## config.mk

```make
export PLATFORM = sky130hd
export DESIGN_NAME = otter_hazard_ctrl_flat
export DESIGN_NICKNAME = d
export VERILOG_FILES = /design/src/rtl/otter_hazard_ctrl_if.sv /design/src/rtl/otter_hazard_ctrl.sv /design/src/flat_wrapper.sv
export SDC_FILE = /design/constraint.sdc
export NUM_CORES = 1
export LEC_CHECK = 0
export ABC_AREA = 1
export CORE_AREA = 2 2 83 85
export DETAILED_ROUTE_END_ITERATION = 6
export DIE_AREA = 0 0 85 87
export PLACE_DENSITY = 0.81
export SLEW_MARGIN = 20
export SYNTH_ARGS = -nofsm -noshare
export SYNTH_HDL_FRONTEND = slang
export SYNTH_SLANG_ARGS = --single-unit
export TNS_END_PERCENT = 50
```

## constraint.sdc

```tcl
create_clock -name CLK -period 3.6 [get_ports CLK]
set_input_delay 0.72 -clock CLK [delete_from_list [all_inputs] [get_ports CLK]]
set_output_delay 0.72 -clock CLK [all_outputs]
set_load 0.05 [all_outputs]
```

## src/rtl/otter_hazard_ctrl_if.sv

```systemverilog
// Control bundle between the OTTER decode/execute stages and the hazard sequencer.
// The master side supplies decoded DE fields and stage status; the slave side returns enables and selects.
interface otter_hazard_ctrl_if #(
  parameter int REG_AW = 5,
  parameter int CNT_W  = 16
) ();
  logic              de_valid;
  logic [REG_AW-1:0] de_rs1;
  logic [REG_AW-1:0] de_rs2;
  logic              de_rs1_used;
  logic              de_rs2_used;
  logic [REG_AW-1:0] de_rd;
  logic              de_reg_write;
  logic              de_is_load;
  logic              ex_redirect;
  logic              mem_busy;
  logic              pc_write;
  logic              ifde_write;
  logic              ifde_flush;
  logic              deex_flush;
  logic              pipe_write;
  logic [1:0]        fwd_a_sel;
  logic [1:0]        fwd_b_sel;
  logic [CNT_W-1:0]  stall_cnt;
  logic [CNT_W-1:0]  flush_cnt;

  modport master (
    output de_valid, de_rs1, de_rs2, de_rs1_used, de_rs2_used, de_rd,
           de_reg_write, de_is_load, ex_redirect, mem_busy,
    input  pc_write, ifde_write, ifde_flush, deex_flush, pipe_write,
           fwd_a_sel, fwd_b_sel, stall_cnt, flush_cnt
  );

  modport slave (
    input  de_valid, de_rs1, de_rs2, de_rs1_used, de_rs2_used, de_rd,
           de_reg_write, de_is_load, ex_redirect, mem_busy,
    output pc_write, ifde_write, ifde_flush, deex_flush, pipe_write,
           fwd_a_sel, fwd_b_sel, stall_cnt, flush_cnt
  );
endinterface

```

## src/rtl/otter_hazard_ctrl.sv

```systemverilog
// Hazard sequencer for the 5-stage OTTER pipeline: shadows EX/MEM/WB register usage and
// drives stall, flush, freeze and forwarding controls. It never touches datapath values.
module otter_hazard_ctrl #(
  parameter int REG_AW    = 5,
  parameter int WB_BYPASS = 1,
  parameter int CNT_W     = 16
) (
  input  logic                 CLK,
  input  logic                 RESET,
  otter_hazard_ctrl_if.slave   hz
);

  typedef struct packed {
    logic              valid;
    logic [REG_AW-1:0] rd;
    logic              reg_write;
    logic              is_load;
    logic [REG_AW-1:0] rs1;
    logic [REG_AW-1:0] rs2;
    logic              rs1_used;
    logic              rs2_used;
  } slot_t;

  localparam logic WB_STALL = (WB_BYPASS == 0);

  slot_t            ex_reg, mem_reg, wb_reg;
  slot_t            ex_next, mem_next, wb_next;
  slot_t            de_slot;
  logic [CNT_W-1:0] stall_cnt_reg, stall_cnt_next;
  logic [CNT_W-1:0] flush_cnt_reg, flush_cnt_next;
  logic             ex_load_hit, wb_hit, load_use;
  logic             freeze, redirect, stall;

  // x0 is hard-wired, so it never creates a dependency.
  function automatic logic writes(input slot_t s, input logic [REG_AW-1:0] r);
    return s.valid && s.reg_write && (s.rd == r) && (r != '0);
  endfunction

  function automatic logic [1:0] fwd_sel(input logic used, input logic [REG_AW-1:0] r,
                                         input slot_t m, input slot_t w);
    if (used && writes(m, r) && !m.is_load) return 2'b01;
    else if (writes(w, r))                  return 2'b10;
    else                                    return 2'b00;
  endfunction

  function automatic logic [CNT_W-1:0] sat_inc(input logic [CNT_W-1:0] c);
    return (c == '1) ? c : c + 1'b1;
  endfunction

  always_comb begin
    de_slot           = '0;
    de_slot.valid     = hz.de_valid;
    de_slot.rd        = hz.de_rd;
    de_slot.reg_write = hz.de_reg_write;
    de_slot.is_load   = hz.de_is_load;
    de_slot.rs1       = hz.de_rs1;
    de_slot.rs2       = hz.de_rs2;
    de_slot.rs1_used  = hz.de_rs1_used;
    de_slot.rs2_used  = hz.de_rs2_used;
  end

  always_comb begin
    ex_load_hit = ex_reg.valid && ex_reg.is_load &&
                  ((hz.de_rs1_used && writes(ex_reg, hz.de_rs1)) ||
                   (hz.de_rs2_used && writes(ex_reg, hz.de_rs2)));
    wb_hit      = WB_STALL &&
                  ((hz.de_rs1_used && writes(wb_reg, hz.de_rs1)) ||
                   (hz.de_rs2_used && writes(wb_reg, hz.de_rs2)));
    load_use    = hz.de_valid && (ex_load_hit || wb_hit);
    // A redirect outranks load-use because the DE instruction is on the wrong path.
    freeze      = hz.mem_busy;
    redirect    = !hz.mem_busy && hz.ex_redirect;
    stall       = !hz.mem_busy && !hz.ex_redirect && load_use;
  end

  // State register
  always_ff @(posedge CLK) begin
    if (RESET) begin
      ex_reg        <= '0;
      mem_reg       <= '0;
      wb_reg        <= '0;
      stall_cnt_reg <= '0;
      flush_cnt_reg <= '0;
    end else begin
      ex_reg        <= ex_next;
      mem_reg       <= mem_next;
      wb_reg        <= wb_next;
      stall_cnt_reg <= stall_cnt_next;
      flush_cnt_reg <= flush_cnt_next;
    end
  end

  // Next-state logic
  always_comb begin
    ex_next        = ex_reg;
    mem_next       = mem_reg;
    wb_next        = wb_reg;
    stall_cnt_next = stall_cnt_reg;
    flush_cnt_next = flush_cnt_reg;
    if (freeze) begin
      ex_next = ex_reg;
    end else if (redirect || stall) begin
      ex_next  = '0;
      mem_next = ex_reg;
      wb_next  = mem_reg;
      if (redirect) flush_cnt_next = sat_inc(flush_cnt_reg);
      else          stall_cnt_next = sat_inc(stall_cnt_reg);
    end else begin
      ex_next  = de_slot;
      mem_next = ex_reg;
      wb_next  = mem_reg;
    end
  end

  // Output logic; during reset everything reflects the cleared state.
  always_comb begin
    hz.pc_write   = 1'b1;
    hz.ifde_write = 1'b1;
    hz.ifde_flush = 1'b0;
    hz.deex_flush = 1'b0;
    hz.pipe_write = 1'b1;
    hz.fwd_a_sel  = 2'b00;
    hz.fwd_b_sel  = 2'b00;
    if (!RESET) begin
      hz.fwd_a_sel = fwd_sel(ex_reg.rs1_used, ex_reg.rs1, mem_reg, wb_reg);
      hz.fwd_b_sel = fwd_sel(ex_reg.rs2_used, ex_reg.rs2, mem_reg, wb_reg);
      if (freeze) begin
        hz.pc_write   = 1'b0;
        hz.ifde_write = 1'b0;
        hz.pipe_write = 1'b0;
      end else if (redirect) begin
        hz.ifde_flush = 1'b1;
        hz.deex_flush = 1'b1;
      end else if (stall) begin
        hz.pc_write   = 1'b0;
        hz.ifde_write = 1'b0;
        hz.deex_flush = 1'b1;
      end
    end
  end

  assign hz.stall_cnt = stall_cnt_reg;
  assign hz.flush_cnt = flush_cnt_reg;

endmodule

```

## src/flat_wrapper.sv

```systemverilog
// flat-port wrapper written by rule: the top's interface ports become plain ports
module otter_hazard_ctrl_flat 
#(
  parameter int REG_AW    = 5,
  parameter int WB_BYPASS = 1,
  parameter int CNT_W     = 16
)
  (CLK, RESET, hz_de_valid, hz_de_rs1, hz_de_rs2, hz_de_rs1_used, hz_de_rs2_used, hz_de_rd, hz_de_reg_write, hz_de_is_load, hz_ex_redirect, hz_mem_busy, hz_pc_write, hz_ifde_write, hz_ifde_flush, hz_deex_flush, hz_pipe_write, hz_fwd_a_sel, hz_fwd_b_sel, hz_stall_cnt, hz_flush_cnt);
  otter_hazard_ctrl_if #(.REG_AW(REG_AW), .CNT_W(CNT_W)) hz_i ();
  input  logic CLK;
  input  logic RESET;
  input wire logic [$bits(hz_i.de_valid)-1:0] hz_de_valid;
  input wire logic [$bits(hz_i.de_rs1)-1:0] hz_de_rs1;
  input wire logic [$bits(hz_i.de_rs2)-1:0] hz_de_rs2;
  input wire logic [$bits(hz_i.de_rs1_used)-1:0] hz_de_rs1_used;
  input wire logic [$bits(hz_i.de_rs2_used)-1:0] hz_de_rs2_used;
  input wire logic [$bits(hz_i.de_rd)-1:0] hz_de_rd;
  input wire logic [$bits(hz_i.de_reg_write)-1:0] hz_de_reg_write;
  input wire logic [$bits(hz_i.de_is_load)-1:0] hz_de_is_load;
  input wire logic [$bits(hz_i.ex_redirect)-1:0] hz_ex_redirect;
  input wire logic [$bits(hz_i.mem_busy)-1:0] hz_mem_busy;
  output wire logic [$bits(hz_i.pc_write)-1:0] hz_pc_write;
  output wire logic [$bits(hz_i.ifde_write)-1:0] hz_ifde_write;
  output wire logic [$bits(hz_i.ifde_flush)-1:0] hz_ifde_flush;
  output wire logic [$bits(hz_i.deex_flush)-1:0] hz_deex_flush;
  output wire logic [$bits(hz_i.pipe_write)-1:0] hz_pipe_write;
  output wire logic [$bits(hz_i.fwd_a_sel)-1:0] hz_fwd_a_sel;
  output wire logic [$bits(hz_i.fwd_b_sel)-1:0] hz_fwd_b_sel;
  output wire logic [$bits(hz_i.stall_cnt)-1:0] hz_stall_cnt;
  output wire logic [$bits(hz_i.flush_cnt)-1:0] hz_flush_cnt;
  assign hz_i.de_valid = hz_de_valid;
  assign hz_i.de_rs1 = hz_de_rs1;
  assign hz_i.de_rs2 = hz_de_rs2;
  assign hz_i.de_rs1_used = hz_de_rs1_used;
  assign hz_i.de_rs2_used = hz_de_rs2_used;
  assign hz_i.de_rd = hz_de_rd;
  assign hz_i.de_reg_write = hz_de_reg_write;
  assign hz_i.de_is_load = hz_de_is_load;
  assign hz_i.ex_redirect = hz_ex_redirect;
  assign hz_i.mem_busy = hz_mem_busy;
  assign hz_pc_write = hz_i.pc_write;
  assign hz_ifde_write = hz_i.ifde_write;
  assign hz_ifde_flush = hz_i.ifde_flush;
  assign hz_deex_flush = hz_i.deex_flush;
  assign hz_pipe_write = hz_i.pipe_write;
  assign hz_fwd_a_sel = hz_i.fwd_a_sel;
  assign hz_fwd_b_sel = hz_i.fwd_b_sel;
  assign hz_stall_cnt = hz_i.stall_cnt;
  assign hz_flush_cnt = hz_i.flush_cnt;
  otter_hazard_ctrl #(.REG_AW(REG_AW), .WB_BYPASS(WB_BYPASS), .CNT_W(CNT_W)) u_core (.CLK(CLK), .RESET(RESET), .hz(hz_i));
endmodule
```

---- Word level (Yosys, flattened, before mapping) ----
Cells that the tools add are included.
word-level totals
  register bits after elaboration ......... 67
  bits of input ports ..................... 24
  output and inout port bits .............. 41
  logic and storage cells ................. 89
cells by class
  $add $sub $neg .......................... 2
  equal/unequal tests ..................... 8
  multiplexer cells ....................... 20
  bitwise operators ....................... 4
  reductions and logical operators ........ 38
operators by type and width
  cell                                                             count
  16-bit by 1-bit adder with 16-bit output, second input constant  2
  16-bit equality test, second input constant                      2
  5-bit equality test                                              6
  1-bit logical AND                                                27
  20-bit 2-to-1 mux                                                1
  5-bit nonzero test                                               4
  1-bit 2-to-1 mux                                                 13
  2-bit 2-to-1 mux                                                 6
  4-bit AND reduction                                              2
  1-bit inverter                                                   4
  1-bit logical NOT                                                3
  1-bit logical OR                                                 2

---- Logic depth before layout (Yosys ltp) ----
  word-level depth ........................ 12
  mapped depth ............................ 11

---- Worst setup path after synthesis ----
Ideal clock, no wire load.
  path type ............................... input-to-output
  from .................................... input port RESET
  to ...................................... output port hz_fwd_a_sel[1]
  data arrival time ....................... 2.646 ns
  slack ................................... 0.234 ns
  stages .................................. 4
  buffers on the path ..................... 1
  path through ............................ clkbuf_1 > nor2_1 > nand4_1 > nor4_1
on the way
  cells in the longest elaborated chain, start to end .. 1
ends and longest elaborated chain
  item              line                      text
  from (decl)       flat_wrapper.sv:11        input logic RESET;
  2-bit 2-to-1 mux  otter_hazard_ctrl.sv:124  if (!RESET) begin
  to (decl)         flat_wrapper.sv:27        output wire logic [$bits(hz_i.fwd_a_sel)-1:0] hz_fwd_a_sel;
Every way passes these cells.

---- Worst setup path in the final report ----
  from .................................... input port hz_de_rs1[0]
  to ...................................... output port hz_pc_write
on the way
  cells in the longest elaborated chain, start to end .. 12
  elaborated cells on any way between the ends .. 13
  classes of those cells .................. 1 x eq/ne; 4 x mux; 8 x reduce/logical
ends and longest elaborated chain
  item                 line                      text
  from (decl)          flat_wrapper.sv:13        input wire logic [$bits(hz_i.de_rs1)-1:0] hz_de_rs1;
  5-bit equality test  otter_hazard_ctrl.sv:36   return s.valid && s.reg_write && (s.rd == r) && (r != '0);
  1-bit logical AND    otter_hazard_ctrl.sv:36
  1-bit logical AND *  otter_hazard_ctrl.sv:36
  1-bit logical AND *  otter_hazard_ctrl.sv:64   ((hz.de_rs1_used && writes(ex_reg, hz.de_rs1)) ||
  1-bit logical OR *   otter_hazard_ctrl.sv:64
  1-bit logical AND *  otter_hazard_ctrl.sv:63   ex_load_hit = ex_reg.valid && ex_reg.is_load &&
  1-bit logical AND *  otter_hazard_ctrl.sv:69   load_use = hz.de_valid && (ex_load_hit || wb_hit);
  1-bit logical AND *  otter_hazard_ctrl.sv:73   stall = !hz.mem_busy && !hz.ex_redirect && load_use;
  1-bit 2-to-1 mux *   otter_hazard_ctrl.sv:134  end else if (stall) begin
  1-bit 2-to-1 mux *   otter_hazard_ctrl.sv:131  end else if (redirect) begin
  1-bit 2-to-1 mux *   otter_hazard_ctrl.sv:127  if (freeze) begin
  1-bit 2-to-1 mux *   otter_hazard_ctrl.sv:124
  to (decl)            flat_wrapper.sv:22        output wire logic [$bits(hz_i.pc_write)-1:0] hz_pc_write;
Mark *: on every way between the ends. The rest lies on a longest branch, timed or not.

==> results by group <==
Worst setup path
  – Crit Path Max Fanout: 9
  – Req. time, crit path: 2880 ps
  – CP endpoint kind: primary output
  – Worst Path Arrival: 2390 ps
  – Reg-to-reg slack, setup: 1780 ps
  – Crit. Startpoint: hz_de_rs1[0]
  – Setup CP Type: input port to primary output
  – R2R Path Start: u_core.hz.flush_cnt[0]
  – Startpoint types: input port

STA
  – Tmin final: 3110 ps
  – Final worst-path cycle share: 86.3%
  – Final setup viols: 0
  – Setup TNS: 0 ps
  – Fmax: 322 MHz
  – RSZ-0062 raised after global routing: false
  – Endpoints failing hold: 0
  – Final Max Tran Viols: 0
  – Hold WS: 491 ps
  – Clock Skew: 8.95 ps
  – Post-route setup slack: 492 ps
  – Slew headroom: 57.7%
  – Worst slew pin tran: 632 ps

Placement
  – IO Port Bufs: 64
  – GPL Wtd Cong: 0.904
  – Post-DP HPWL: 6760 um
  – Inst Count DP: 667
  – Setup WS pre-CTS: 476 ps

Clock tree
  – Post-CTS Setup Bufs: 0
  – CTS root buf: clkbuf_8
  – CTS Buf Count: 9
  – CTS Buffer Depth: 2
  – H-tree levels: 3
  – Hold-fix buffers, CTS: 0
  – TritonCTS clock tree: built
  – Worst skew pair latency: 340 ps
  – Resize count post-CTS: 0
  – Worst-path clk slew: 70 ps
  – Clk sinks: 67

Power
  – Flop pwr share: 47.1%
  – Leak pwr: 1.81 nW
  – Worst vdd ir: 0.303 mV
  – Psw: 0.396 mW
  – P_int: 1.25 mW
  – Combinational power share: 10.5%
  – Switch share: 24.0%
  – Clk pwr share: 42.4%
  – Cell area power density: 358 nW/um^2

Drt
  – Antenna Nets Post-Route: 0
  – Drt drc: 0
  – Router iterations before antenna repair: 5
  – DR iter-0 viols: 188
  – Routed wire length: 9090 um
  – DR WL/cell: 13.3 um
  – DR vias: 3658
  – Vias/cell: 5.37

Floorplanning
  – Die width: 85 um
  – Die Area: 7400 sq um
  – Row cnt: 30
  – Die Height: 87 um
  – Initial core utilization: 55.3%
  – IO Count: 65
  – Core area: 6570 sq um

Flow run
  – MaxCap Viol Count: 0

Finish
  – Final cell count without fillers: 681
  – FILL cells: 549
  – Final Util: 70.1%
  – Final Net Count: 624
  – Max reg flops: 20
  – Inserted Diodes: 0
  – Layout cell share with drive strength beyond 1: 8.82%
  – Area growth from synthesis to layout: 26.9%

Synthesis
  – Netlist cell types: 33
  – Synth warnings: 0
  – Syn nets: 558
  – Mapped Cells: 532
  – Register bit total from synthesis: 67
  – Cell area after synthesis: 3630 sq um
  – Synth Area per Inst: 6.83 sq um
  – Sequential fraction of the synthesis area: 36.9%

GRT
  – Vias in the first global route: 3403
  – Grt total ovfl: 0
  – Gr usage total: 25.0%
  – Global-route wire length before repair: 15000 um
  – Initial antenna violation count: 0
  – Largest net degree at the start of global routing: 30

Worst hold path
  – Hold Startpoint: u_core.ex_reg[1]
  – Tightest Hold Check Type: flop to flop

Outcome
  – Status: complete, no violations
==> critical path, cell delays in order <==
cell and delay [ps]:
clkdlybuf4s50_1 520, inv_1 50, nand2_1 60, nand2_1 60
nor2_1 110, nand4_2 130, nand2_4 140, nand2_4 80
o21ai_0 190, inv_1 140, buf_12 170
==> power by group through the flow <==
stage	Sequential [mW]	Clock, mW	Combinational (mW)
2_1_floorplan	0.794	0	0.102
3_3_place_gp	0.792	0	0.168
3_5_place_dp	0.793	0	0.171
4_1_cts	0.776	0.701	0.172
5_1_grt	0.779	0.737	0.188
6_report	0.777	0.699	0.173
==> cell usage in the layout, fill, tap and decap left out, drive strengths merged, types with 17 or more instances in the layout <==
| master | count |
|---|---|
| clkdlybuf4s50 | 55 |
| nor2 | 55 |
| dfxtp | 67 |
| o21ai | 24 |
| nand4 | 17 |
| nand2 | 134 |
| o22ai | 28 |
| a21oi | 23 |
| inv | 81 |
| nand3 | 32 |
==> logic make-up (layout without fill, tap and decap cells) <==
group           Yosys count  after routing  share of synthesized area [%]
simple gates            261            261                           32.7
buf+inv                  97            166                           11.1
compound gates           78             78                           12.1
fa+ha+maj                 2              2                          0.689
xor+xnor                 27             27                           6.51
flops                    67             67                           36.9
==> layer usage <==
layer  global-route usage, %  vias up  wire length [um]
met5                       0        -                 0
met4                    11.4        0               208
met3                    5.40       22               508
met2                    40.6      117              4250
met1                    31.9     1669              4120
li1                        -     1850                 -
==> final cells by class <==
| type | count | area (sq um) | area share (%) |
|---|---|---|---|
| clock buffers | 12 | 155 | 3.37 |
| clock inverters | 2 | 60.1 | 1.30 |
| multi-input cells | 368 | 1890 | 41.0 |
| inverters | 81 | 304 | 6.60 |
| well taps | 80 | 100 | 2.17 |
| repair buffers | 71 | 758 | 16.5 |
| flip-flops and latches | 67 | 1340 | 29.1 |
==> path summary, 6_finish.rpt <==
check / endpoint / cells past startpoint
max: hz_pc_write / 11
min: u_core.ex_reg[1] / 2
max reg2reg: u_core.hz.flush_cnt[0] / 8
min reg2reg: u_core.ex_reg[1] / 2
==> synthesized netlist by cell type <==
cell type,instances,area share [%]
nor4_1,7,1.2
buf_2,3,0.41
nor2_2,4,0.69
nand4_2,2,0.69
inv_2,6,0.62
clkbuf_1,7,0.72
a21oi_1,21,2.9
buf_1,1,0.10
nand3_1,30,4.1
buf_4,1,0.21
o21ai_0,17,2.3
dfxtp_1,67,37
nor3_2,1,0.28
nand3_2,2,0.55
nor2_1,51,5.3
nor3_1,12,1.7
nand2_2,2,0.34
o21bai_1,2,0.41
nand2_4,4,1.2
xnor2_1,16,3.9
nand4_1,15,2.6
o21ai_1,7,0.96
ha_1,2,0.69
a21oi_2,2,0.48
and3_1,1,0.17
nand2_1,128,13
inv_1,75,7.8
a31oi_1,1,0.17
xor2_1,11,2.7
o22ai_1,28,4.8
nand3b_1,1,0.21
buf_6,4,1.2
nor3_4,1,0.45
==> metrics by stage <==
step	cell area (sq um)	power, mW
floorplan	3630	0.897
global placement	4390	0.960
detailed placement	4390	0.964
CTS	4610	1.65
global route	4610	1.70
finish	4610	1.65
Power figures use the tool's default switching activity.
